==> src/rtl/clk_src_switch_ctrl.sv <==
// rtl/clk_src_switch_ctrl.sv - glitch-free clock source switch sequencer
//
// Owns the clock-override select and the output-clock gate. A switch is
// gate off, settle, flip select, wait for PLL lock (PLL target only),
// settle, gate on. Runs on the always-on reference clock.
// Optional feature macro: LOCK_FALLBACK_EN (on lock timeout, fall back to
// the override source and re-open the gate instead of staying gated).
//
// Ports:
//   clock, reset_n       always-on reference clock, async active-low reset
//   req_valid/req_src    switch request (src 1 = override, 0 = PLL)
//   req_ready            high only in IDLE
//   pll_lock             raw asynchronous PLL lock
//   clk_over             registered select to the clock mux
//   clk_gate_en          registered output-clock enable
//   done                 one-cycle pulse when a request completes
//   lock_err             sticky lock timeout flag
//   lock_lost            sticky lock-drop-while-running-on-PLL flag
//   busy                 sequencer not in IDLE
module clk_src_switch_ctrl #(
  parameter int unsigned SETTLE_CYCLES = 8,
  parameter int unsigned LOCK_TIMEOUT  = 1024,
  parameter logic        RESET_SRC     = 1'b1,
  parameter int unsigned CNT_W         = 11
) (
  input  logic clock,
  input  logic reset_n,
  input  logic req_valid,
  input  logic req_src,
  output logic req_ready,
  input  logic pll_lock,
  output logic clk_over,
  output logic clk_gate_en,
  output logic done,
  output logic lock_err,
  output logic lock_lost,
  output logic busy
);

  typedef enum logic [2:0] {
    ST_IDLE,
    ST_GATE_OFF,
    ST_SWITCH,
    ST_WAIT_LOCK,
    ST_SETTLE_ON,
    ST_GATE_ON,
    ST_FAIL
  } state_t;

  // Counter is cleared on state entry, so the Nth cycle in a state sees N-1.
  localparam logic [CNT_W-1:0] SETTLE_LAST = CNT_W'(SETTLE_CYCLES - 1);
  localparam logic [CNT_W-1:0] LOCK_LAST   = CNT_W'(LOCK_TIMEOUT - 1);
  localparam logic [CNT_W-1:0] CNT_MAX     = {CNT_W{1'b1}};

  state_t           state_q, state_d;
  logic [CNT_W-1:0] cnt_q, cnt_d;
  logic             src_q, src_d;
  logic             clk_over_q, clk_over_d;
  logic             clk_gate_en_q, clk_gate_en_d;
  logic             done_q, done_d;
  logic             lock_err_q, lock_err_d;
  logic             lock_lost_q, lock_lost_d;
  logic             lock_meta_q, lock_meta_d;
  logic             lock_s_q, lock_s_d;
  logic             lock_prev_q, lock_prev_d;
  logic             accept;

  assign accept = req_valid && (state_q == ST_IDLE);

  always_comb begin
    lock_meta_d   = pll_lock;
    lock_s_d      = lock_meta_q;
    lock_prev_d   = lock_s_q;
    state_d       = state_q;
    src_d         = src_q;
    clk_over_d    = clk_over_q;
    clk_gate_en_d = clk_gate_en_q;
    done_d        = 1'b0;
    lock_err_d    = lock_err_q;
    lock_lost_d   = lock_lost_q;

    unique case (state_q)
      ST_IDLE: begin
        if (accept) begin
          src_d       = req_src;
          lock_err_d  = 1'b0;
          lock_lost_d = 1'b0;
          if (req_src == clk_over_q) begin
            done_d = 1'b1;
          end else begin
            clk_gate_en_d = 1'b0;
            state_d       = ST_GATE_OFF;
          end
        end else if (!clk_over_q && clk_gate_en_q && lock_prev_q && !lock_s_q) begin
          lock_lost_d = 1'b1;
        end
      end
      ST_GATE_OFF: begin
        if (cnt_q >= SETTLE_LAST) state_d = ST_SWITCH;
      end
      ST_SWITCH: begin
        clk_over_d = src_q;
        state_d    = src_q ? ST_SETTLE_ON : ST_WAIT_LOCK;
      end
      ST_WAIT_LOCK: begin
        // Lock arriving in the timeout cycle still counts as success.
        if (lock_s_q) begin
          state_d = ST_SETTLE_ON;
        end else if (cnt_q >= LOCK_LAST) begin
          lock_err_d = 1'b1;
          state_d    = ST_FAIL;
        end
      end
      ST_SETTLE_ON: begin
        if (cnt_q >= SETTLE_LAST) state_d = ST_GATE_ON;
      end
      ST_GATE_ON: begin
        clk_gate_en_d = 1'b1;
        done_d        = 1'b1;
        state_d       = ST_IDLE;
      end
      ST_FAIL: begin
`ifdef LOCK_FALLBACK_EN
        // Move back to the reference clock while still gated, then settle.
        clk_over_d = 1'b1;
        if (cnt_q >= SETTLE_LAST) begin
          clk_gate_en_d = 1'b1;
          done_d        = 1'b1;
          state_d       = ST_IDLE;
        end
`else
        // Stay on the dead PLL with the gate closed until a later request.
        done_d  = 1'b1;
        state_d = ST_IDLE;
`endif
      end
      default: state_d = ST_IDLE;
    endcase

    if (state_d != state_q) begin
      cnt_d = '0;
    end else if (cnt_q != CNT_MAX) begin
      cnt_d = cnt_q + CNT_W'(1);
    end else begin
      cnt_d = cnt_q;
    end
  end

  always_ff @(posedge clock or negedge reset_n) begin
    if (!reset_n) begin
      state_q       <= ST_IDLE;
      cnt_q         <= '0;
      src_q         <= RESET_SRC;
      clk_over_q    <= RESET_SRC;
      clk_gate_en_q <= 1'b1;
      done_q        <= 1'b0;
      lock_err_q    <= 1'b0;
      lock_lost_q   <= 1'b0;
      lock_meta_q   <= 1'b0;
      lock_s_q      <= 1'b0;
      lock_prev_q   <= 1'b0;
    end else begin
      state_q       <= state_d;
      cnt_q         <= cnt_d;
      src_q         <= src_d;
      clk_over_q    <= clk_over_d;
      clk_gate_en_q <= clk_gate_en_d;
      done_q        <= done_d;
      lock_err_q    <= lock_err_d;
      lock_lost_q   <= lock_lost_d;
      lock_meta_q   <= lock_meta_d;
      lock_s_q      <= lock_s_d;
      lock_prev_q   <= lock_prev_d;
    end
  end

  assign req_ready   = (state_q == ST_IDLE);
  assign busy        = (state_q != ST_IDLE);
  assign clk_over    = clk_over_q;
  assign clk_gate_en = clk_gate_en_q;
  assign done        = done_q;
  assign lock_err    = lock_err_q;
  assign lock_lost   = lock_lost_q;

endmodule

==> config.mk <==
export PLATFORM = sky130hd
export DESIGN_NAME = clk_src_switch_ctrl
export DESIGN_NICKNAME = d
export VERILOG_FILES = /design/src/rtl/clk_src_switch_ctrl.sv
export SDC_FILE = /design/constraint.sdc
export NUM_CORES = 1
export LEC_CHECK = 0
export CAP_MARGIN = 20
export CORE_ASPECT_RATIO = 1.25
export CORE_MARGIN = 3
export CORE_UTILIZATION = 35
export DETAILED_ROUTE_END_ITERATION = 8
export HOLD_SLACK_MARGIN = 0.08
export PLACE_DENSITY = 0.59
export SLEW_MARGIN = 25
export SYNTH_ARGS = -nofsm -noshare
export SYNTH_HDL_FRONTEND = slang
export SYNTH_SLANG_ARGS = --single-unit
==> constraint.sdc <==
create_clock -name clock -period 2.3 [get_ports clock]
set_input_delay 0.46 -clock clock [delete_from_list [all_inputs] [get_ports clock]]
set_output_delay 0.46 -clock clock [all_outputs]
set_load 0.01 [all_outputs]
==> out/results.ini <==
[sta]
finalSetupTns_ns=0
max_freq_mhz=456
final-max-slew-violation-count=0
skew_ns=0.00452
worst_slack_ns=0.106
rsz0062_at_grt=no
finalSetupViolCount=0
tightest_slew_ns=0.620
slew_headroom_pct=58.3
finalCritPeriodShare_pct=95.4
whs_ns=0.371
period_minus_slack_ns=2.19
finalHoldViolCount=0

[synthesis]
syn_inst=127
yosysMostFrequentCell=dfrtp_1
synth-async-reset-ratio_pct=100
yosys.cell_types.count=47
synth_top_family_by_area=simple AND/OR/NAND/NOR gates
yosys.area_share.simple_pct=22.6
synth.top_cell.area_share_pct=38.6
synth_edf_count=0
synth_largest_area_cell=dfrtp_1
synth_common_cells=20 x dfrtp_1, 12 x nand2_1, 10 x nor3_1
avgSynthCellArea_um2=10.2
ys_seq_area_share_pct=44.6
synth_area_leaders=dfrtp_1 39%, dfstp_2 6.1%, nor3_1 3.9%
synth_seq_cells=23
synth_xor_area_share_pct=4.73
synth_top_flop_cell=dfrtp_1
synthesis.nets=133
synth-adder-area-share_pct=0.964
muxShareOfSynthArea_pct=2.51
synth-compound-area-share_pct=18.7
syn_area_mm2=0.00130
yosys_warnings=0

[clock_tree]
path_clk_slew_ns=0.08
clock_insertion_delay_worst_skew_ns=0.27
clk_path_buf_depth=2
root_buffer=clkbuf_8
numCtsBuffers=3
cts_max_level=1
cts.sinks=23
tritoncts=done
postCtsSetupBuffers=0

[placed_design]
pre_cts_ws_ns=-0.161
gp_congestion=0.870
postPlaceCellArea_mm2=0.00146
port_buffers=11
hpwlAfterDp_um=1990

[floorplanning]
core_area_mm2=0.00351
die_y_um=74.1
initial_core_util_pct=36.9
die_area_mm2=0.00448
io_pins=12
fp.dieW_um=60.5
fp-row-count=24

[setup_path]
crit_chain=nor3_1, buf_4, clkdlybuf4s50_1
r2r_slack_ns=0.17
cp_data_required_time_ns=1.84
cpPeakStageDelay_ns=0.53
cp_max_fo=13
crit_path_end_kind=primary output
startpoint_type=flip-flop
cpMaxStageDelayCell=clkdlybuf4s50_1
crit_type=reg -> out
critPathArrivalTime_ns=1.73

[pwr]
switchingPower_uw=673
irDropWorstVdd_mv=0.795
p_int_uw=985
clockPowerShare_pct=15.1
pwr-share-seq_pct=38.2
swShare_pct=40.6
leakagePower_uw=0.000625
comb_power_share_pct=46.7
power.density_mw_per_mm2=1090

[routing]
first_iter_violations=41
post-route-drc-count=0
vias_per_cell=5.73
drt_wl_total_um=2710
firstDrtPassIters=4
wl_per_cell_um=14.8
vias=1049
antenna_left=0

[global_route]
track_usage_pct=13.7
grt_overflow=0
grt_max_degree=24
grt_pass1_vias=977
grt_pass1_wl_um=4610
antenna_found_initial=0

[final_layout]
fillCellCount=347
diodes=0
fin_area_mm2=0.00152
fin_nets=151
syn_to_final_growth_pct=17.3
drive_gt1_share_pct=20.1

[run]
maxCapViolCount=0

[run_status]
status=finished, final reports clean

[hold_path]
min_path_type=reg -> reg

area by class of cell:
cell class	instances	area, um^2	share of cell area, %
sequential	23	581	38.2
tap	39	48.8	3.21
clock inverter	1	5.00	0.329
inverter	4	15.0	0.987
clock buffer	3	41.3	2.71
timing repair buffer	19	170	11.2
multi-input combinational	94	661	43.4
worst paths after layout:
check	start	to	depth (start not counted)
min reg2reg	lock_meta_q$_DFF_PN0_	lock_prev_d$_DFF_PN0_	0
max reg2reg	cnt_q[6]$_DFFE_PN0P_	cnt_q[10]$_DFFE_PN0P_	5
max	state_q[1]$_DFF_PN0_	req_ready	3
min	lock_meta_q$_DFF_PN0_	lock_prev_d$_DFF_PN0_	0
min in group asynchronous	reset_n	state_q[0]$_DFF_PN0_	2
max in group asynchronous	reset_n	src_q$_DFFE_PN1P_	2
worst max-delay path: cells and delay by family, from the launching register on:
kind,cells,cell delay [ns]
DFF,1,0.52
buffers and inverters,2,0.70
and+or+nand+nor,1,0.24
stage by stage:
stage	power [uW]	util, %	cells
after CTS	1670	42.9	183
after floorplan	1210	-	127
after global placement	1380	41.4	179
after detailed placement	1400	41.4	179
after global routing	1790	43.3	183
final	1660	43.3	183
layer usage:
metal | wire, um | vias up | GRT usage, %
li1 | - | 509 | -
met4 | 55 | 0 | 6.99
met5 | 0 | - | 0
met2 | 1400 | 33 | 22.5
met1 | 1130 | 502 | 17.4
met3 | 123 | 5 | 2.08
sequential cells by signal (all words and copies together), names as in the netlist:
register	cells
clk_gate_en	1
clk_over	1
cnt_q	11
done	1
lock_err	1
lock_lost	1
lock_meta_q	1
lock_prev_d	1
lock_prev_q	1
src_q	1
state_q	3
cells in the final DEF, fill, tap and decap left out, drive strengths merged, types with 2 or more instances in the layout:
master / count
and3: 5
mux2: 2
nand3: 5
nor4: 2
nand4: 2
nor2: 9
dfrtp: 20
nor3: 10
a211oi: 3
o21a: 2
buf: 8
and4: 2
nand2: 12
or4: 2
o21ai: 3
xor2: 3
dfstp: 3
a21oi: 7
a41oi: 2
xnor2: 4
o31ai: 2
clkbuf: 3
a2111oi: 3
inv: 4
clkdlybuf4s50: 11
power groups by stage:
stage / logic (uW) / clock network, uW / registers [uW]
3_3_place_gp: 744 / 0 / 632
5_1_grt: 858 / 279 / 654
6_report: 774 / 251 / 633
2_1_floorplan: 626 / 0 / 589
4_1_cts: 776 / 263 / 631
3_5_place_dp: 761 / 0 / 639
cells by family after synthesis:
logic type / Yosys count
compound gates: 30
xor+xnor: 7
fa+ha+maj: 1
buf+inv: 10
flops: 23
mux: 3
simple gates: 53
repair_timing:
item / 4_1_cts / 5_1_grt
hold buffers: 0 / 0
gates cloned: 0 / 0
resized for setup: 2 / 3
endpoints found under the setup margin: 4 / 4
pin swaps: 0 / 0
No activity file was read; power rests on OpenSTA's default activity.
